## src/rtl/regfile_writeback_if.sv

```systemverilog
`default_nettype none
// ============================================================================
//  Module      : regfile_writeback_if
//  Description : Bundle of the retire handshake, load-return, register-file
//                write port, hazard indications and retire-counter preload
//                used by the write-back stage.
//  Revision    : 1.0 - initial release
// ============================================================================
interface regfile_writeback_if #(
   parameter int DATA_W = 32
);
   // retire handshake
   logic              in_valid;
   logic              in_ready;
   logic [1:0]        in_src;
   logic              in_RegWrite;
   logic [4:0]        in_rd;
   logic [DATA_W-1:0] in_alu_result;
   logic [DATA_W-1:0] in_pc_address;
   // load data return
   logic              mem_valid;
   logic [DATA_W-1:0] mem_data;
   // register-file write port
   logic [DATA_W-1:0] write_data_in;
   logic [4:0]        rd;
   logic              WriteEnable;
   // decode-side hazard signals
   logic [4:0]        rs_read;
   logic [4:0]        rt_read;
   logic              fwd_rs_hit;
   logic              fwd_rt_hit;
   logic              stall;
   // status and counters
   logic              mem_err;
   logic [31:0]       retire_count;
   // debug preload of the retire counter (one-cycle strobe)
   logic              cnt_load;
   logic [31:0]       cnt_value;

   // write-back stage side
   modport slave (
      input  in_valid, in_src, in_RegWrite, in_rd, in_alu_result, in_pc_address,
      input  mem_valid, mem_data, rs_read, rt_read, cnt_load, cnt_value,
      output in_ready, write_data_in, rd, WriteEnable,
      output fwd_rs_hit, fwd_rt_hit, stall, mem_err, retire_count
   );

   // pipeline / environment side
   modport master (
      output in_valid, in_src, in_RegWrite, in_rd, in_alu_result, in_pc_address,
      output mem_valid, mem_data, rs_read, rt_read, cnt_load, cnt_value,
      input  in_ready, write_data_in, rd, WriteEnable,
      input  fwd_rs_hit, fwd_rt_hit, stall, mem_err, retire_count
   );
endinterface
`default_nettype wire

```

## src/rtl/regfile_writeback.sv

```systemverilog
`default_nettype none
// ============================================================================
//  Module      : regfile_writeback
//  Description : Write-back stage. Accepts retiring instructions, selects the
//                result source (ALU / load / jal link), waits for late load
//                data with a timeout, and drives one registered write pulse
//                into the register file plus forwarding and load-use stall.
//  Revision    : 1.0 - initial release
// ============================================================================
module regfile_writeback #(
   parameter int DATA_W      = 32,
   parameter int MEM_TIMEOUT = 15
) (
   input wire clk,
   input wire rst,
   regfile_writeback_if.slave bus
);

   localparam logic [7:0] TIMEOUT_C = 8'(MEM_TIMEOUT);
   localparam logic [1:0] SRC_ALU   = 2'b00;
   localparam logic [1:0] SRC_LOAD  = 2'b01;
   localparam logic [1:0] SRC_JAL   = 2'b10;

   typedef enum logic [1:0] {
      ST_IDLE     = 2'd0,
      ST_WAIT_MEM = 2'd1,
      ST_COMMIT   = 2'd2
   } state_t;

   state_t            state_q, state_d;
   logic [4:0]        rd_q, rd_d;
   logic              regwrite_q, regwrite_d;
   logic [DATA_W-1:0] data_q, data_d;
   logic              we_q, we_d;
   logic [7:0]        wait_cnt_q, wait_cnt_d;
   logic              mem_err_q, mem_err_d;
   logic [31:0]       retire_q, retire_d;

   logic              ready;
   logic              accept;
   logic [4:0]        new_rd;
   logic              new_rw;
   logic [7:0]        wait_cnt_inc;

   assign ready        = (state_q != ST_WAIT_MEM);
   assign accept       = bus.in_valid & ready;
   assign wait_cnt_inc = wait_cnt_q + 8'd1;

   // Next-state, operand latching and write-strobe generation
   always_comb begin
      state_d    = state_q;
      rd_d       = rd_q;
      regwrite_d = regwrite_q;
      data_d     = data_q;
      we_d       = 1'b0;
      wait_cnt_d = wait_cnt_q;
      mem_err_d  = mem_err_q;
      new_rd     = bus.in_rd;
      new_rw     = bus.in_RegWrite;

      case (state_q)
         ST_IDLE, ST_COMMIT: begin
            if (accept) begin
               if (bus.in_src == SRC_LOAD) begin
                  // mem_valid in this cycle is deliberately not looked at
                  state_d    = ST_WAIT_MEM;
                  rd_d       = bus.in_rd;
                  regwrite_d = bus.in_RegWrite;
                  wait_cnt_d = 8'd0;
               end else begin
                  state_d = ST_COMMIT;
                  case (bus.in_src)
                     SRC_ALU: begin
                        data_d = bus.in_alu_result;
                     end
                     SRC_JAL: begin
                        data_d = bus.in_pc_address + DATA_W'(4);
                        new_rd = 5'd31;
                        new_rw = 1'b1;
                     end
                     default: begin
                        // reserved source: retires without writing
                        data_d = '0;
                        new_rw = 1'b0;
                     end
                  endcase
                  rd_d       = new_rd;
                  regwrite_d = new_rw;
                  we_d       = new_rw & (new_rd != 5'd0);
               end
            end else begin
               state_d = ST_IDLE;
            end
         end

         ST_WAIT_MEM: begin
            if (bus.mem_valid) begin
               state_d = ST_COMMIT;
               data_d  = bus.mem_data;
               we_d    = regwrite_q & (rd_q != 5'd0);
            end else if (wait_cnt_inc == TIMEOUT_C) begin
               // give up on the load: retire it without a write
               state_d    = ST_COMMIT;
               regwrite_d = 1'b0;
               mem_err_d  = 1'b1;
               wait_cnt_d = wait_cnt_inc;
            end else begin
               wait_cnt_d = wait_cnt_inc;
            end
         end

         default: begin
            state_d = ST_IDLE;
         end
      endcase
   end

   // Retire counter: debug preload wins over the commit increment
   always_comb begin
      retire_d = retire_q;
      if (bus.cnt_load) begin
         retire_d = bus.cnt_value;
      end else if (state_q == ST_COMMIT) begin
         retire_d = retire_q + 32'd1;
      end
   end

   // State and output registers, cleared immediately by reset
   always_ff @(posedge clk or posedge rst) begin
      if (rst) begin
         state_q    <= ST_IDLE;
         rd_q       <= 5'd0;
         regwrite_q <= 1'b0;
         data_q     <= '0;
         we_q       <= 1'b0;
         wait_cnt_q <= 8'd0;
         mem_err_q  <= 1'b0;
         retire_q   <= 32'd0;
      end else begin
         state_q    <= state_d;
         rd_q       <= rd_d;
         regwrite_q <= regwrite_d;
         data_q     <= data_d;
         we_q       <= we_d;
         wait_cnt_q <= wait_cnt_d;
         mem_err_q  <= mem_err_d;
         retire_q   <= retire_d;
      end
   end

   assign bus.in_ready      = ready;
   assign bus.write_data_in = data_q;
   assign bus.rd            = rd_q;
   assign bus.WriteEnable   = we_q;
   assign bus.mem_err       = mem_err_q;
   assign bus.retire_count  = retire_q;

   // we_q already excludes rd == 0, so forwarding never hits r0
   assign bus.fwd_rs_hit = we_q & (rd_q == bus.rs_read);
   assign bus.fwd_rt_hit = we_q & (rd_q == bus.rt_read);

   assign bus.stall = (state_q == ST_WAIT_MEM) & regwrite_q & (rd_q != 5'd0) &
                      ((rd_q == bus.rs_read) | (rd_q == bus.rt_read));

endmodule
`default_nettype wire

```

## src/flat_wrapper.sv

```systemverilog
// flat-port wrapper written by rule: the top's interface ports become plain ports
module regfile_writeback_flat 
#(
   parameter int DATA_W      = 32,
   parameter int MEM_TIMEOUT = 15
)
  (clk, rst, bus_in_valid, bus_in_src, bus_in_RegWrite, bus_in_rd, bus_in_alu_result, bus_in_pc_address, bus_mem_valid, bus_mem_data, bus_rs_read, bus_rt_read, bus_cnt_load, bus_cnt_value, bus_in_ready, bus_write_data_in, bus_rd, bus_WriteEnable, bus_fwd_rs_hit, bus_fwd_rt_hit, bus_stall, bus_mem_err, bus_retire_count);
  regfile_writeback_if #(.DATA_W(DATA_W)) bus_i ();
  input wire clk;
  input wire rst;
  input wire logic [$bits(bus_i.in_valid)-1:0] bus_in_valid;
  input wire logic [$bits(bus_i.in_src)-1:0] bus_in_src;
  input wire logic [$bits(bus_i.in_RegWrite)-1:0] bus_in_RegWrite;
  input wire logic [$bits(bus_i.in_rd)-1:0] bus_in_rd;
  input wire logic [$bits(bus_i.in_alu_result)-1:0] bus_in_alu_result;
  input wire logic [$bits(bus_i.in_pc_address)-1:0] bus_in_pc_address;
  input wire logic [$bits(bus_i.mem_valid)-1:0] bus_mem_valid;
  input wire logic [$bits(bus_i.mem_data)-1:0] bus_mem_data;
  input wire logic [$bits(bus_i.rs_read)-1:0] bus_rs_read;
  input wire logic [$bits(bus_i.rt_read)-1:0] bus_rt_read;
  input wire logic [$bits(bus_i.cnt_load)-1:0] bus_cnt_load;
  input wire logic [$bits(bus_i.cnt_value)-1:0] bus_cnt_value;
  output wire logic [$bits(bus_i.in_ready)-1:0] bus_in_ready;
  output wire logic [$bits(bus_i.write_data_in)-1:0] bus_write_data_in;
  output wire logic [$bits(bus_i.rd)-1:0] bus_rd;
  output wire logic [$bits(bus_i.WriteEnable)-1:0] bus_WriteEnable;
  output wire logic [$bits(bus_i.fwd_rs_hit)-1:0] bus_fwd_rs_hit;
  output wire logic [$bits(bus_i.fwd_rt_hit)-1:0] bus_fwd_rt_hit;
  output wire logic [$bits(bus_i.stall)-1:0] bus_stall;
  output wire logic [$bits(bus_i.mem_err)-1:0] bus_mem_err;
  output wire logic [$bits(bus_i.retire_count)-1:0] bus_retire_count;
  assign bus_i.in_valid = bus_in_valid;
  assign bus_i.in_src = bus_in_src;
  assign bus_i.in_RegWrite = bus_in_RegWrite;
  assign bus_i.in_rd = bus_in_rd;
  assign bus_i.in_alu_result = bus_in_alu_result;
  assign bus_i.in_pc_address = bus_in_pc_address;
  assign bus_i.mem_valid = bus_mem_valid;
  assign bus_i.mem_data = bus_mem_data;
  assign bus_i.rs_read = bus_rs_read;
  assign bus_i.rt_read = bus_rt_read;
  assign bus_i.cnt_load = bus_cnt_load;
  assign bus_i.cnt_value = bus_cnt_value;
  assign bus_in_ready = bus_i.in_ready;
  assign bus_write_data_in = bus_i.write_data_in;
  assign bus_rd = bus_i.rd;
  assign bus_WriteEnable = bus_i.WriteEnable;
  assign bus_fwd_rs_hit = bus_i.fwd_rs_hit;
  assign bus_fwd_rt_hit = bus_i.fwd_rt_hit;
  assign bus_stall = bus_i.stall;
  assign bus_mem_err = bus_i.mem_err;
  assign bus_retire_count = bus_i.retire_count;
  regfile_writeback #(.DATA_W(DATA_W), .MEM_TIMEOUT(MEM_TIMEOUT)) u_core (.clk(clk), .rst(rst), .bus(bus_i));
endmodule
```

## config.mk

```make
export PLATFORM = sky130hd
export DESIGN_NAME = regfile_writeback_flat
export DESIGN_NICKNAME = d
export VERILOG_FILES = /design/src/rtl/regfile_writeback_if.sv /design/src/rtl/regfile_writeback.sv /design/src/flat_wrapper.sv
export SDC_FILE = /design/constraint.sdc
export NUM_CORES = 1
export LEC_CHECK = 0
export ABC_AREA = 1
export CORE_ASPECT_RATIO = 0.5
export CORE_MARGIN = 2
export CORE_UTILIZATION = 50
export CTS_CLUSTER_SIZE = 10
export DETAILED_ROUTE_END_ITERATION = 8
export DONT_BUFFER_PORTS = 1
export GPL_ROUTABILITY_DRIVEN = 1
export GPL_TIMING_DRIVEN = 0
export PLACE_DENSITY = 0.7
export SLEW_MARGIN = 15
export SYNTH_ARGS = -nofsm -noshare
export SYNTH_HDL_FRONTEND = slang
export SYNTH_SLANG_ARGS = --single-unit
```

## constraint.sdc

```tcl
create_clock -name clk -period 3.1 [get_ports clk]
set_input_delay 0.31 -clock clk [delete_from_list [all_inputs] [get_ports clk]]
set_output_delay 0.31 -clock clk [all_outputs]
set_load 0.1 [all_outputs]
```

==> run_results.csv, run 1 <==
group,metric,value,unit
floorplanning,start_util,0.507,
critical_path,cp_data_arrival_time,2.54,ns
timing,fmax,0.351,GHz
critical_path,critPathLaunchType,"flip-flop",
status,status,"completed",
global_routing,grt_pass1_vias,5691,
synth,avgSynthCellArea,6.53,µm²
final_layout,drive_above_1_share,0.0898,
drt,final_antenna_net_count,0,
global_routing,grt_pass1_wl,29300,µm
timing,layout_min_cycle_time,2.85,ns
clock_tree,clock_path_buffers,2,
synth,syn_nets,1061,
drt,viasPerCell,5.60,
power_and_ir_drop,seqPwrFrac,0.558,
synth,synth_top_family_by_area,"simple AND/OR/NAND/NOR gates",
final_layout,fill_cells,1161,
floorplanning,core,11700,µm²
critical_path,r2r_cells,10,
clock_tree,clock_latency,0.35,ns
global_routing,track_usage,0.298,
drt,via_count,6102,
floorplanning,die_y,80.9,µm
critical_path,critical-path-top-delay-family,"flip-flops",
timing,clock-skew-final,0.0153,ns
synth,synth-edff-count,0,
power_and_ir_drop,netSwitchingFraction,0.493,
final_layout,area_growth_syn_to_layout,11.0,%
synth,synth_cell_type_count,41,
final_layout,nets,1074,
synth,synthSimpleGateAreaFrac,0.384,
synth,synth_top_area_frac,0.347,
final_layout,layout_common_cells,"295 x nand2_1, 112 x nor2_1, 78 x inv_1, 78 x dfrtp_1, 58 x o21ai_0",
power_and_ir_drop,peakVddDrop,370,µV
power_and_ir_drop,powerDensity,694,nW/µm²
synth,synth_compound_area_frac,0.155,
synth,ys_warn_count,0,
timing,relSlewSlack,0.271,
global_routing,grt-ovfl-total,0,
clock_tree,cts_made_buffers,9,
final_layout,final_common_cell,"nand2_1",
timing,fin_hold_ws,0.0794,ns
synth,ys_async_sr_fraction,1.00,
timing,hold_viol_final,0,
final_layout,stdcell_area,6570,µm²
floorplanning,rows,28,
floorplanning,io_pins,226,
synth,syn_inst,906,
global_routing,antenna_found_initial,1,
synth,synth_area_leaders,"dfrtp_1 35%, nand2_1 19%, nor2_1 7.2%, inv_1 5.0%, o21ai_0 4.9%",
synth,synthesis.area,5920,µm²
critical_path,critical_path_class,"flip-flop to primary output",
timing,setup_viol,0,
power_and_ir_drop,clkPwrFrac,0.300,
critical_path,r2r_slack,0.51,ns
floorplanning,die_w,158,µm
clock_tree,tritoncts,"done",
drt,drtPass1Iterations,5,
synth,synthXorXnorAreaFrac,0.0311,
synth,synth_fa_ha_area_frac,0.00846,
power_and_ir_drop,fin_total_pwr,4.56,mW
clock_tree,h-tree-depth,3,
placed_design,gp_congestion,0.944,
final_layout,ff_latch_area,2060,µm²
critical_path,cp-end-kind,"primary output",
min_path,hold_start,"bus_cnt_value[7]",
critical_path,max_stage_delay,1.00,ns
timing,worstMarginPinSlew,1.09,ns
global_routing,grt_util_met1,0.376,
timing,rsz0062_at_grt,"false",
min_path,hold_depth,2,
drt,drcViolationCount,0,
drt,drt_iter0_markers,453,
min_path,min_to,"u_core.bus.retire_count[7]",
global_routing,grt-busiest-layer,"met2",
timing,slew_violations,0,
critical_path,r2r_end,"u_core.bus.retire_count[24]",
critical_path,cp_max_fo,4,
synth,yosysTopAreaCell,"dfrtp_1",
critical_path,path_cells,"xnor2_1 > o221a_2 > nand3b_1 > a21oi_4",
power_and_ir_drop,leakagePower,2.92,nW
job,drv_cap,0,
power_and_ir_drop,p_int,2.31,mW
clock_tree,clockRootBuffer,"clkbuf_16",
final_layout,multi_input_area,3450,µm²
critical_path,critPathSlowestCell,"dfrtp_1",
timing,period_share,0.918,
critical_path,reg2reg_from,"u_core.bus.retire_count[0]",
global_routing,met3_usage,0.0912,
synth,synth_seq_cells,82,
drt,routedWlPerCell,17.5,µm
global_routing,grt_max_degree,48,
placed_design,hpwl,14800,µm
clock_tree,clkTransAtPathRegs,0.08,ns
power_and_ir_drop,p_comb_frac,0.142,
global_routing,met2_usage,0.504,
critical_path,cp.required,2.79,ns
synth,synthMuxAreaShare,0,
placed_design,io_buffers,0,
synth,ys_seq_area_frac,0.347,
synth,synthFlopType,"dfrtp_1",
placed_design,place_area,6160,µm²
clock_tree,cts_sinks,82,
final_layout,utilization,0.563,
min_path,worstHoldPathType,"input pin to flip-flop",
drt,wl,19000,µm
floorplanning,dieArea,12800,µm²
power_and_ir_drop,switchingPower,2.25,mW
critical_path,cp.buffers_inverters,0,
-- routing by layer --
metal	wire length, µm	vias up
met5	0	-
met4	327	0
met3	1850	24
met2	8800	259
met1	8070	2846
li1	-	2973
-- through the flow --
stage                     setup TNS, ns  cells  setup slack [ns]
after floorplan                       0    906            0.0130
after global placement           -29.82   1071            -0.366
after detailed placement              0   1072             0.109
after CTS                             0   1089            0.0203
after global routing                  0   1089             0.164
final                                 0   1090             0.253
-- cells in the mapped netlist (10+ instances only) --
cell / number
xor2_1: 15
o21ai_0: 58
nor2_1: 114
inv_1: 79
dfrtp_1: 82
clkbuf_1: 13
nand4_1: 14
nand3_1: 47
a21oi_1: 53
buf_2: 12
o211ai_1: 14
o21ai_1: 10
nor3_1: 11
inv_2: 10
nand2_1: 295
-- cell type report --
type                            count  area share
Tap cell                          165      0.0314
Inverter                           90      0.0518
Clock buffer                        9      0.0343
Antenna cell                        1    0.000381
Clock inverter                      7      0.0225
Sequential cell                    82       0.313
Multi-Input combinational cell    709       0.524
Timing Repair Buffer                2     0.00571
Buffer                             25      0.0166
-- state kept, by name, summed over array words and instances, names as in the netlist --
register / cells
u_core.bus.retire_count: 32
u_core.regwrite_q: 1
u_core.state_q: 2
u_core.bus.write_data_in: 32
u_core.bus.mem_err: 1
u_core.wait_cnt_q: 8
u_core.bus.rd: 5
u_core.bus.WriteEnable: 1
-- logic make-up after synthesis --
logic type / after synthesis
simple gates: 523
compound gates: 161
buf+inv: 115
flops: 82
xor+xnor: 21
fa+ha+maj: 4
-- power groups by stage --
stage | logic, mW | clock network [mW] | registers [mW]
finish | 0.645 | 1.37 | 2.54
global placement | 0.617 | 0 | 2.56
detailed placement | 0.639 | 0 | 2.56
floorplan | 0.499 | 0 | 2.50
global route | 0.738 | 1.42 | 2.57
CTS | 0.644 | 1.37 | 2.54
-- worst max-delay path by stage --
stage / startpoint / to / cells after the start
floorplan: u_core.bus.rd[1] / bus_fwd_rs_hit / 5
finish: u_core.bus.rd[4] / bus_stall / 4
global route: u_core.bus.rd[1] / bus_stall / 5
global placement: rst / u_core.bus.write_data_in[12] / 1
CTS: u_core.bus.rd[1] / bus_stall / 5
detailed placement: u_core.bus.rd[2] / bus_stall / 6
-- timing repair --
action	in CTS	in global routing
hold buffers	1	0
hold endpoints to repair	35	0
gates resized for setup	4	3
endpoints found under the setup margin	3	2
setup buffers	0	0
(Power assumes the default switching activity.)
==> run 2, diff against run 1 <==
--- a/config.mk
+++ b/config.mk
@@ -9,12 +9,11 @@
 export CORE_ASPECT_RATIO = 0.5
 export CORE_MARGIN = 2
 export CORE_UTILIZATION = 50
-export CTS_CLUSTER_SIZE = 10
+export CTS_CLUSTER_SIZE = 24
 export DETAILED_ROUTE_END_ITERATION = 8
 export DONT_BUFFER_PORTS = 1
 export GPL_ROUTABILITY_DRIVEN = 1
 export GPL_TIMING_DRIVEN = 0
-export PLACE_DENSITY = 0.7
 export SLEW_MARGIN = 15
 export SYNTH_ARGS = -nofsm -noshare
 export SYNTH_HDL_FRONTEND = slang
==> run_results.csv, run 2 (synthesis results as in run 1) <==
group,metric,value,unit
critical_path,cp_max_fo,4,
global_routing,grt_max_degree,47,
drt,drcViolationCount,0,
power_and_ir_drop,clkPwrFrac,0.245,
final_layout,layout_common_cells,"295 x nand2_1, 112 x nor2_1, 78 x inv_1, 78 x dfrtp_1, 58 x o21ai_0",
job,drv_cap,0,
clock_tree,tritoncts,"done",
timing,slew_violations,0,
placed_design,place_area,6160,µm²
min_path,hold_start,"bus_cnt_value[7]",
timing,layout_min_cycle_time,2.90,ns
clock_tree,clockRootBuffer,"clkbuf_16",
power_and_ir_drop,seqPwrFrac,0.602,
global_routing,grt_pass1_wl,30200,µm
floorplanning,dieArea,12800,µm²
power_and_ir_drop,p_int,2.02,mW
timing,fin_hold_ws,0.0829,ns
critical_path,reg2reg_from,"u_core.bus.retire_count[0]",
floorplanning,core,11700,µm²
floorplanning,io_pins,226,
critical_path,r2r_slack,0.54,ns
status,status,"completed",
clock_tree,clock_path_buffers,2,
floorplanning,start_util,0.507,
critical_path,critPathLaunchType,"flip-flop",
power_and_ir_drop,netSwitchingFraction,0.522,
clock_tree,cts_sinks,82,
placed_design,hpwl,15100,µm
drt,drtPass1Iterations,4,
global_routing,met2_usage,0.517,
timing,period_share,0.935,
global_routing,track_usage,0.306,
critical_path,cp.required,2.79,ns
power_and_ir_drop,switchingPower,2.21,mW
critical_path,r2r_end,"u_core.bus.retire_count[24]",
power_and_ir_drop,p_comb_frac,0.152,
timing,relSlewSlack,0.274,
floorplanning,die_y,80.9,µm
final_layout,stdcell_area,6480,µm²
clock_tree,cts_made_buffers,9,
drt,drt_iter0_markers,387,
floorplanning,die_w,158,µm
final_layout,final_common_cell,"nand2_1",
clock_tree,h-tree-depth,3,
critical_path,critical_path_class,"flip-flop to primary output",
clock_tree,post_cts_buffers,0,
floorplanning,rows,28,
timing,setup_ws,0.203,ns
timing,setup_viol,0,
timing,worstMarginPinSlew,1.09,ns
power_and_ir_drop,peakVddDrop,292,µV
critical_path,cp_data_arrival_time,2.59,ns
drt,viasPerCell,5.52,
min_path,min_to,"u_core.bus.retire_count[7]",
global_routing,antenna_found_initial,1,
final_layout,drive_above_1_share,0.0887,
global_routing,grt_util_met1,0.375,
global_routing,grt-ovfl-total,0,
power_and_ir_drop,leakagePower,2.88,nW
global_routing,grt_pass1_vias,5917,
critical_path,r2r_cells,10,
placed_design,io_buffers,0,
timing,fmax,0.345,GHz
drt,via_count,6020,
timing,hold_viol_final,0,
drt,wl,19200,µm
final_layout,nets,1074,
min_path,worstHoldPathType,"input pin to flip-flop",
power_and_ir_drop,powerDensity,652,nW/µm²
drt,final_antenna_net_count,0,
placed_design,place_ws,0.108,ns
timing,clock-skew-final,0.00795,ns
clock_tree,clock_latency,0.34,ns
final_layout,utilization,0.556,
min_path,hold_depth,2,
final_layout,area_growth_syn_to_layout,9.51,%
timing,rsz0062_at_grt,"false",
placed_design,gp_congestion,0.963,
timing,fin_setup_tns,0,ns
critical_path,cp-end-kind,"primary output",
global_routing,grt-busiest-layer,"met2",
global_routing,met3_usage,0.106,
drt,routedWlPerCell,17.6,µm
clock_tree,clkTransAtPathRegs,0.06,ns
==> run 2: power groups by stage <==
stage | combinational, mW | clock, mW | sequential [mW]
after CTS | 0.645 | 1.05 | 2.54
after global routing | 0.742 | 1.09 | 2.57
after detailed placement | 0.638 | 0 | 2.57
after global placement | 0.619 | 0 | 2.56
final | 0.644 | 1.04 | 2.54
after floorplan | 0.499 | 0 | 2.50
==> run 2: final cells by class <==
class / instances / area (µm²)
diodes: 1 / 2.50
plain buffers: 25 / 109
clock buffers: 12 / 256
clock inverters: 4 / 26.3
fillers: 1185 / 5180
inverters: 90 / 340
multi-input cells: 709 / 3450
flip-flops and latches: 82 / 2060
well taps: 165 / 206
repair buffers: 2 / 37.5
==> run 2: through the flow <==
step,std cells,total power [mW]
6_report,1090,4.23
3_5_place_dp,1072,3.20
2_1_floorplan,906,3.00
4_1_cts,1089,4.23
3_3_place_gp,1071,3.18
5_1_grt,1089,4.40
==> run 2: critical path, cell delays in order, from the launching register on <==
cell and delay (ns):
dfrtp_1 1.00, xnor2_1 0.21, o221a_2 0.21, nand3b_1 0.18, a21oi_4 0.64
==> run 2: worst max-delay path by stage <==
stage / startpoint / to / slack, ns / cells past startpoint
floorplan: u_core.bus.rd[1] / bus_fwd_rs_hit / 0.01 / 5
finish: u_core.bus.rd[4] / bus_stall / 0.20 / 4
detailed placement: u_core.bus.rd[2] / bus_stall / 0.11 / 6
global placement: rst / u_core.bus.retire_count[12] / -0.35 / 1
CTS: u_core.bus.rd[2] / bus_stall / 0.006 / 6
global route: u_core.bus.rd[4] / bus_stall / 0.14 / 4
==> run 2: per-layer routing <==
| metal | vias to the layer above | part of all wire |
|---|---|---|
| met3 | 36 | 0.10 |
| met1 | 2783 | 0.42 |
| met5 | - | 0 |
| met4 | 0 | 0.018 |
| li1 | 2969 | - |
| met2 | 232 | 0.46 |
==> run 2: what timing repair did <==
item | CTS | global route
endpoints found under the setup margin | 3 | 3
endpoints found under the hold margin | 36 | 0
hold buffers | 1 | 0
resized for setup | 3 | 4
==> run 3, diff against run 2 <==
--- a/config.mk
+++ b/config.mk
@@ -7,7 +7,6 @@
 export LEC_CHECK = 0
 export ABC_AREA = 1
 export CORE_ASPECT_RATIO = 0.5
-export CORE_MARGIN = 2
 export CORE_UTILIZATION = 50
 export CTS_CLUSTER_SIZE = 24
 export DETAILED_ROUTE_END_ITERATION = 8
==> run_results.csv, run 3 (synthesis results as in run 1) <==
group,metric,value,unit
timing,fin_hold_ws,0.0755,ns
global_routing,track_usage,0.320,
global_routing,antenna_found_initial,0,
critical_path,cp-end-kind,"primary output",
critical_path,critPathLaunchType,"flip-flop",
min_path,worstHoldPathType,"input pin to flip-flop",
final_layout,num_antenna_cells,0,
timing,fmax,0.350,GHz
timing,rsz0062_at_grt,"false",
power_and_ir_drop,p_int,2.22,mW
timing,worstMarginPinSlew,1.10,ns
power_and_ir_drop,powerDensity,682,nW/µm²
min_path,hold_start,"bus_cnt_value[7]",
critical_path,cp.required,2.79,ns
critical_path,r2r_end,"u_core.bus.retire_count[24]",
clock_tree,cts_sinks,82,
critical_path,reg2reg_from,"u_core.bus.retire_count[0]",
critical_path,max_stage_delay,1.00,ns
global_routing,grt_max_degree,44,
clock_tree,clock_latency,0.35,ns
floorplanning,dieArea,12300,µm²
placed_design,place_area,6160,µm²
clock_tree,clock_path_buffers,2,
final_layout,final_common_cell,"nand2_1",
global_routing,grt_pass1_vias,5753,
timing,layout_min_cycle_time,2.86,ns
critical_path,r2r_slack,0.54,ns
critical_path,cp_data_arrival_time,2.55,ns
final_layout,stdcell_area,6530,µm²
drt,wl,19300,µm
critical_path,critical-path-top-delay-family,"flip-flops",
timing,relSlewSlack,0.268,
timing,hold_viol_final,0,
final_layout,drive_above_1_share,0.0888,
placed_design,gp_congestion,0.952,
floorplanning,core,11200,µm²
min_path,min_to,"u_core.bus.retire_count[7]",
timing,setup_viol,0,
floorplanning,rows,27,
min_path,hold_depth,2,
critical_path,r2r_cells,10,
final_layout,nets,1074,
floorplanning,die_w,156,µm
drt,drtPass1Iterations,5,
floorplanning,die_y,78.9,µm
drt,drt_iter0_markers,462,
power_and_ir_drop,netSwitchingFraction,0.501,
clock_tree,cts_made_buffers,9,
floorplanning,start_util,0.526,
placed_design,io_buffers,0,
power_and_ir_drop,p_comb_frac,0.145,
critical_path,critical_path_class,"flip-flop to primary output",
power_and_ir_drop,clkPwrFrac,0.283,
critical_path,cp_max_fo,4,
critical_path,critPathSlowestCell,"dfrtp_1",
clock_tree,tritoncts,"done",
final_layout,layout_common_cells,"295 x nand2_1, 112 x nor2_1, 78 x inv_1, 78 x dfrtp_1, 58 x o21ai_0",
power_and_ir_drop,seqPwrFrac,0.572,
global_routing,grt-ovfl-total,0,
status,status,"completed",
global_routing,grt_pass1_wl,30200,µm
power_and_ir_drop,switchingPower,2.23,mW
power_and_ir_drop,peakVddDrop,410,µV
critical_path,path_cells,"xnor2_1 > o221a_2 > nand3b_1 > a21oi_4",
placed_design,hpwl,14800,µm
job,drv_cap,0,
critical_path,cp.buffers_inverters,0,
clock_tree,clockRootBuffer,"clkbuf_16",
drt,routedWlPerCell,17.8,µm
timing,slew_violations,0,
timing,clock-skew-final,0.00863,ns
clock_tree,clkTransAtPathRegs,0.07,ns
drt,via_count,6085,
drt,drcViolationCount,0,
drt,final_antenna_net_count,0,
final_layout,area_growth_syn_to_layout,10.3,%
clock_tree,h-tree-depth,3,
floorplanning,io_pins,226,
drt,viasPerCell,5.62,
power_and_ir_drop,fin_total_pwr,4.45,mW
timing,period_share,0.922,
power_and_ir_drop,leakagePower,2.91,nW
## run 3: changes by cell type in the layout (fill, tap and decap cells not counted), sizes merged
cell | previous run | this run
diode | 1 | 0
bufinv | 0 | 3
inv | 89 | 90
clkinvlp | 1 | 0
clkbuf | 25 | 22
clkinv | 4 | 3
## run 3: cell type report
class | instances | area (µm²)
flip-flops and latches | 82 | 2060
well taps | 159 | 199
clock buffers | 9 | 225
clock inverters | 6 | 115
inverters | 90 | 340
fillers | 1146 | 4720
repair buffers | 2 | 37.5
multi-input cells | 709 | 3450
plain buffers | 25 | 109
## run 3: how the worst max path moves through the flow
stage | start | cells after the start | to | slack, ns
finish | u_core.bus.rd[4] | 4 | bus_stall | 0.24
global route | u_core.bus.rd[2] | 6 | bus_stall | 0.13
CTS | u_core.bus.rd[1] | 5 | bus_stall | 0.01
detailed placement | u_core.bus.rd[2] | 6 | bus_stall | 0.05
global placement | rst | 1 | u_core.bus.write_data_in[12] | -0.38
floorplan | u_core.bus.rd[1] | 5 | bus_fwd_rs_hit | 0.01
## run 3: metrics by stage
step                      TNS, ns  utilization  worst slack, ns  std cells
after floorplan                 0            -           0.0130        906
after global placement     -31.31        0.544           -0.384       1065
after detailed placement        0        0.547           0.0526       1066
after CTS                       0        0.580           0.0124       1082
after global routing            0        0.580            0.127       1082
final                           0        0.580            0.242       1082
## run 3: power by group through the flow
stage	clock network (mW)	logic (mW)	registers [mW]
global placement	0	0.619	2.56
detailed placement	0	0.639	2.57
floorplan	0	0.499	2.50
finish	1.26	0.645	2.55
CTS	1.27	0.646	2.55
global route	1.32	0.739	2.57
## run 3: worst register-to-register path, cell delays in order (launching register included)
cell     delay [ns]
dfrtp_1        1.00
ha_1           0.35
nand3_2        0.15
nor2_1         0.21
nand2_1        0.12
nor2_4         0.13
nand2_2        0.09
nor2_4         0.10
nand3_1        0.07
nand3_1        0.13
nand3_1        0.07
## run 3: what timing repair did
item | CTS | global route
hold buffers | 1 | 0
setup buffers | 0 | 0
endpoints found under the setup margin | 3 | 2
pin swaps | 0 | 0
endpoints found under the hold margin | 39 | 0
gates resized for setup | 4 | 3
## run 3: layer usage
layer  wire length (µm)  GRT usage  vias up
met5                  0          0        -
met4                297     0.0941        0
met3               2190      0.122       29
met2               8750      0.525      258
met1               8060      0.392     2815
li1                   -          -     2983
